File: src/rtl/switch_led_pkg.sv
// ---------------------------------------------------------------------------
// switch_led_pkg
// Shared definitions for the switch-to-LED controller.
//   MODE_*     : per-LED operating mode encodings carried on led_mode
//   cnt_width  : width of a counter that must hold the values 0..n-1
// ---------------------------------------------------------------------------
package switch_led_pkg;

  localparam logic [1:0] MODE_DIRECT = 2'd0;
  localparam logic [1:0] MODE_INVERT = 2'd1;
  localparam logic [1:0] MODE_TOGGLE = 2'd2;
  localparam logic [1:0] MODE_BLINK  = 2'd3;

  // A counter that runs 0..n-1 needs $clog2(n) bits. For n == 1 that is
  // zero bits, which cannot be declared, so one bit is the floor.
  function automatic int cnt_width(input int n);
    return (n < 2) ? 1 : $clog2(n);
  endfunction

endpackage

File: src/rtl/sw_debounce.sv
// ---------------------------------------------------------------------------
// sw_debounce
// One switch channel: two-flop synchroniser, debounce counter, accepted
// level and press-edge detector.
//   clk        : system clock
//   rst        : synchronous active-high reset
//   switch_n   : raw switch pin, active low, asynchronous to clk
//   sw_pressed : debounced level, active high
//   sw_event   : single-cycle pulse when a press is accepted
// ---------------------------------------------------------------------------
module sw_debounce
  import switch_led_pkg::*;
#(
  parameter int DEBOUNCE_CYCLES = 12000
) (
  input  logic clk,
  input  logic rst,
  input  logic switch_n,
  output logic sw_pressed,
  output logic sw_event
);

  localparam int CW = cnt_width(DEBOUNCE_CYCLES);
  localparam logic [CW-1:0] CNT_LAST = CW'(DEBOUNCE_CYCLES - 1);

  logic          s1;
  logic          s2;
  logic          db;
  logic [CW-1:0] cnt;
  logic          evt;

  // Synchroniser, debounce counter and accepted level all live in one
  // register process. db keeps the raw (active-low) polarity, so a reset
  // value of 1 means "released". The counter only runs while the
  // synchronised level disagrees with db; any agreement clears it, which is
  // what throws away short glitches. The event is raised on the same edge
  // that db falls, and only then, so releases produce no event.
  always_ff @(posedge clk) begin
    if (rst) begin
      s1  <= 1'b1;
      s2  <= 1'b1;
      db  <= 1'b1;
      cnt <= '0;
      evt <= 1'b0;
    end else begin
      s1  <= switch_n;
      s2  <= s1;
      evt <= 1'b0;
      if (s2 == db) begin
        cnt <= '0;
      end else if (cnt == CNT_LAST) begin
        db  <= s2;
        cnt <= '0;
        evt <= db;
      end else begin
        cnt <= cnt + CW'(1);
      end
    end
  end

  assign sw_pressed = ~db;
  assign sw_event   = evt;

endmodule

File: src/rtl/switch_led_ctrl.sv
// ---------------------------------------------------------------------------
// switch_led_ctrl
// Debounces N_SW active-low buttons and maps them onto N_LED registered LED
// outputs. Each LED selects its switches with a mask and its behaviour with
// a two-bit mode (direct, inverted, toggle, blink).
//   clk        : system clock
//   rst        : synchronous active-high reset
//   switch_n   : raw switch pins, active low
//   led_mask   : bits [i*N_SW +: N_SW] choose the switches for LED i
//   led_mode   : bits [2i +: 2] choose the mode for LED i
//   sw_pressed : debounced switch levels, active high
//   sw_event   : one-cycle press pulses
//   led        : LED drive, active high
// ---------------------------------------------------------------------------
module switch_led_ctrl
  import switch_led_pkg::*;
#(
  parameter int N_SW            = 4,
  parameter int N_LED           = 2,
  parameter int DEBOUNCE_CYCLES = 12000,
  parameter int BLINK_HALF      = 3000000
) (
  input  logic                  clk,
  input  logic                  rst,
  input  logic [N_SW-1:0]       switch_n,
  input  logic [N_SW*N_LED-1:0] led_mask,
  input  logic [2*N_LED-1:0]    led_mode,
  output logic [N_SW-1:0]       sw_pressed,
  output logic [N_SW-1:0]       sw_event,
  output logic [N_LED-1:0]      led
);

  localparam int BW = cnt_width(BLINK_HALF);
  localparam logic [BW-1:0] BLINK_LAST = BW'(BLINK_HALF - 1);

  logic [BW-1:0]    blink_cnt;
  logic             phase;
  logic [N_LED-1:0] any_sw;
  logic [N_LED-1:0] ev_sw;
  logic [N_LED-1:0] tgl;
  logic [N_LED-1:0] tgl_next;
  logic [N_LED-1:0] led_q;
  logic [N_LED-1:0] led_next;

  // One independent debounce channel per switch.
  for (genvar g = 0; g < N_SW; g++) begin : g_sw
    sw_debounce #(
      .DEBOUNCE_CYCLES(DEBOUNCE_CYCLES)
    ) u_db (
      .clk       (clk),
      .rst       (rst),
      .switch_n  (switch_n[g]),
      .sw_pressed(sw_pressed[g]),
      .sw_event  (sw_event[g])
    );
  end

  // Free-running blink timebase shared by every LED. The phase flips each
  // time the counter wraps, giving BLINK_HALF cycles high and BLINK_HALF
  // low. Mode and mask changes deliberately never touch it.
  always_ff @(posedge clk) begin
    if (rst) begin
      blink_cnt <= '0;
      phase     <= 1'b0;
    end else if (blink_cnt == BLINK_LAST) begin
      blink_cnt <= '0;
      phase     <= ~phase;
    end else begin
      blink_cnt <= blink_cnt + BW'(1);
    end
  end

  // LED mapping. OR-reducing the masked events means several switches
  // accepted in the same cycle still flip the toggle only once. The toggle
  // state follows its events whatever the current mode, and the toggle LED
  // shows the post-flip value so it lines up with the direct mode timing.
  always_comb begin
    any_sw   = '0;
    ev_sw    = '0;
    tgl_next = tgl;
    led_next = '0;
    for (int i = 0; i < N_LED; i++) begin
      any_sw[i]   = |(sw_pressed & led_mask[i*N_SW +: N_SW]);
      ev_sw[i]    = |(sw_event & led_mask[i*N_SW +: N_SW]);
      tgl_next[i] = tgl[i] ^ ev_sw[i];
      case (led_mode[2*i +: 2])
        MODE_DIRECT: led_next[i] = any_sw[i];
        MODE_INVERT: led_next[i] = ~any_sw[i];
        MODE_TOGGLE: led_next[i] = tgl_next[i];
        MODE_BLINK:  led_next[i] = any_sw[i] & phase;
        default:     led_next[i] = 1'b0;
      endcase
    end
  end

  // Toggle state and LED outputs are registered so that nothing at the
  // pins reaches an output without passing through a flop.
  always_ff @(posedge clk) begin
    if (rst) begin
      tgl   <= '0;
      led_q <= '0;
    end else begin
      tgl   <= tgl_next;
      led_q <= led_next;
    end
  end

  assign led = led_q;

endmodule

File: config.mk
export PLATFORM = sky130hd
export DESIGN_NAME = switch_led_ctrl
export DESIGN_NICKNAME = d
export VERILOG_FILES = /design/src/rtl/switch_led_pkg.sv /design/src/rtl/sw_debounce.sv /design/src/rtl/switch_led_ctrl.sv
export SDC_FILE = /design/constraint.sdc
export NUM_CORES = 1
export LEC_CHECK = 0
export CAP_MARGIN = 0
export CORE_MARGIN = 2
export CORE_UTILIZATION = 38
export CTS_BUF_LIST = sky130_fd_sc_hd__clkbuf_16
export DETAILED_ROUTE_END_ITERATION = 16
export GPL_ROUTABILITY_DRIVEN = 1
export PLACE_DENSITY = 0.61
export SLEW_MARGIN = 20
export SYNTH_ARGS = -nofsm -noshare
export SYNTH_HDL_FRONTEND = slang
export SYNTH_SLANG_ARGS = --single-unit
File: constraint.sdc
create_clock -name clk -period 2.1 [get_ports clk]
set_input_delay 0.525 -clock clk [delete_from_list [all_inputs] [get_ports clk]]
set_output_delay 0.525 -clock clk [all_outputs]
set_load 0.005 [all_outputs]
==> metrics.md <==
| Metric | Value |
|---|---|
| Status | finished clean |
| Grt total ovfl | 0 |
| Final HPWL DP | between 6000 and 7000 um |
| Port Buffers | 27 |
| # Max-Cap Violations | 0 |
| Final nets | between 500 and 600 |
| Area grow syn2layout | 15.8% |
| Lkg Pwr | 1.70 nW |
| RSZ-0062 raised after global routing | no |
| H-tree level count | 3 |
| Setup WS pre-CTS | -0.121 ns |
| Startpoint Class | flip-flop |
| Num CTS Buffers | 9 |
| Setup TNS | 0 ns |
| Hold Buf Count CTS | 0 |
| Fmax | a little over 0.5 GHz |
| Placeable core area | between 10000 and 15000 um^2 |
| Reg clk slew, reported paths | ~0.070 ns |
| Diodes inserted | 0 |
| DRT iter0 DRCs | between 150 and 200 |
| Top cell type's share of synthesized area | 0.456 |
| Final setup viols | 0 |
| Die X | ~110 um |
| Synth area leader | dfxtp_1 |
| Slew HR | 0.707 |
| Top cells by area, synth | dfxtp_1 46%, xnor2_1 6.4%, nor2_1 6.3% |
| CP Class | reg -> reg |
| DR DRC count | 0 |
| # Post-CTS Setup Buffers | 0 |
| Cells after synthesis | between 400 and 500 |
| Clock Tree Buf Depth | 2 |
| Routed wire per std cell | between 10 and 15 um |
| Worst min path class | reg -> reg |
| Die height | 111 um |
| Crit path cell chain | ha_1 > nand2_1 > or3_1 > or4_1 > a21oi_1 |
| Initial Util | 0.386 |
| CP endpoint kind | flip-flop |
| Yosys reg bits | between 90 and 100 |
| Period utilisation layout | 0.944 |
| CP max FO | 8 |
| CTS sink count | between 90 and 100 |
| Vias in the first global route | between 3000 and 4000 |
| Fin. Hold Viols | 0 |
| Largest net degree at the start of global routing | 23 |
| Asr flop ratio synth | 0 |
| Post-cts sizing count | 0 |
| TritonCTS clock tree | done |
| Design Power | between 0.003 and 0.004 W |
| Final wirelength | 8740 um |
| Min Tclk post-route | ~2 ns |
| Final Util | 0.447 |
| Critical path's slowest cell | or4_1 |
| Clock root cell | clkbuf_16 |
| Synth warn | 0 |
| Max-slew violations | 0 |
| Layout cells sized above 1 | 0.0694 |
| TritonRoute pass-1 iters | 4 |
| GRT Overall Usage | 0.148 |
| Cell Pwr Density | just over 700 nW/um^2 |
| Initial antenna violation count | 0 |
| Final ANT Viol Nets | 0 |
| Final WS setup | roughly 0.12 ns |
| Slowest Stage Delay on Critical Path | 0.51 ns |
| Most common cell in the netlist | dfxtp_1 |
| Routed vias | approximately 3400 |
| Mapped cell area | 4350 um^2 |
| Hold WS | about 0.40 ns |
| Register area share after synthesis | 0.456 |
| CP arrival | 2.26 ns |
| First-pass GRT wire length | ~15000 um |
| IO Pins | 28 |
| Max IR drop VDD | roughly 0.0006 V |
| Clk_lat worst skew | around 0.35 ns |
| Library cells used by synthesis | 37 |
| Synth Flop Type | dfxtp_1 |
| Vias per inst | 5.12 |
| Number of synthesized flops with an enable pin | 0 |
| Row cnt | 39 |
| Most frequent cells after synthesis | 99 x dfxtp_1, 73 x nor2_1, 32 x xnor2_1 |
| Die area | 12300 um^2 |
| Syn_area_per_cell | 8.85 um^2 |
| GPL Wtd Cong | a little under 0.8 |
| Worst Tran Pin Value | between 0.4 and 0.5 ns |
| Clk_skew | between 0.009 and 0.01 ns |
| Req. time, crit path | roughly 2.4 ns |
| Synth Net Count | ~500 |
[placed cells by master (no fill, tap or decap), types with 9 or more instances in the layout]
| cell type | n |
|---|---|
| a21oi_1 | 14 |
| and3_1 | 13 |
| buf_4 | 9 |
| clkbuf_16 | 9 |
| clkdlybuf4s50_1 | 27 |
| dfxtp_1 | 99 |
| inv_1 | 14 |
| nand2_1 | 30 |
| nand3_1 | 31 |
| nand4_1 | 24 |
| nor2_1 | 73 |
| nor4_1 | 12 |
| o31ai_1 | 9 |
| or2_2 | 9 |
| xnor2_1 | 32 |
| xor2_1 | 29 |
[registers in the layout, indices dropped and copies added (netlist names)]
register            cells
blink_cnt              22
g_sw.u_db.cnt          56
g_sw.u_db.db            4
g_sw.u_db.s1            4
g_sw.u_db.s2            4
g_sw.u_db.sw_event      4
led                     2
phase                   1
tgl                     2
[cells by family after synthesis]
family                     synth area share
muxes                                0.0144
DFF                                   0.456
buffers and inverters                0.0420
AOI/OAI and AO/OA                    0.0581
and+or+nand+nor                       0.292
adders and majority gates            0.0144
xor gates and xnor gates              0.123
[final cells by class]
class | count | area [um^2]
clock inverter | 7 | 60.1
multi-input combinational | 354 | 2180
tap | 143 | 179
timing repair buffer | 37 | 358
sequential | 99 | 1980
fill | 1078 | 6240
clock buffer | 9 | 225
inverter | 13 | 48.8
[per-stage QoR]
stage	cell area [um^2]	instances
after floorplan	4350	491
after global placement	4750	646
after detailed placement	4750	646
after CTS	5030	662
after global routing	5030	662
final	5030	662
[where the power goes]
| part | internal (W) | leakage [nW] | switching, W |
|---|---|---|---|
| Clock | 0.000909 | 0.145 | 0.000696 |
| Combinational | 0.0000596 | 0.756 | 0.0000489 |
| Sequential | 0.00189 | 0.801 | 0.0000120 |
[per-layer routing]
layer / vias to the layer above / GRT usage / wire length, um
met1: 1577 / 0.185 / 4160
met3: 9 / 0.0519 / 322
met5: - / 0 / 0
li1: 1763 / - / -
met4: 0 / 0.0475 / 145
met2: 39 / 0.239 / 4120
[path summary, 6_finish.rpt]
path	slack [ns]	startpoint	cells after the start	to
max	0.12	blink_cnt[1]	5	blink_cnt[20]
min	0.40	g_sw[0].u_db.s1	1	g_sw[0].u_db.s2
max reg2reg	0.12	blink_cnt[1]	5	blink_cnt[20]
min reg2reg	0.40	g_sw[0].u_db.s1	1	g_sw[0].u_db.s2
[critical path: cells and delay by family (launching register included)]
family / cells / cell delay, ns
simple gates: 3 / 1.16
flops: 1 / 0.37
fa+ha+maj: 1 / 0.23
compound gates: 1 / 0.15
Note: power is estimated with default switching activity, not from simulation.
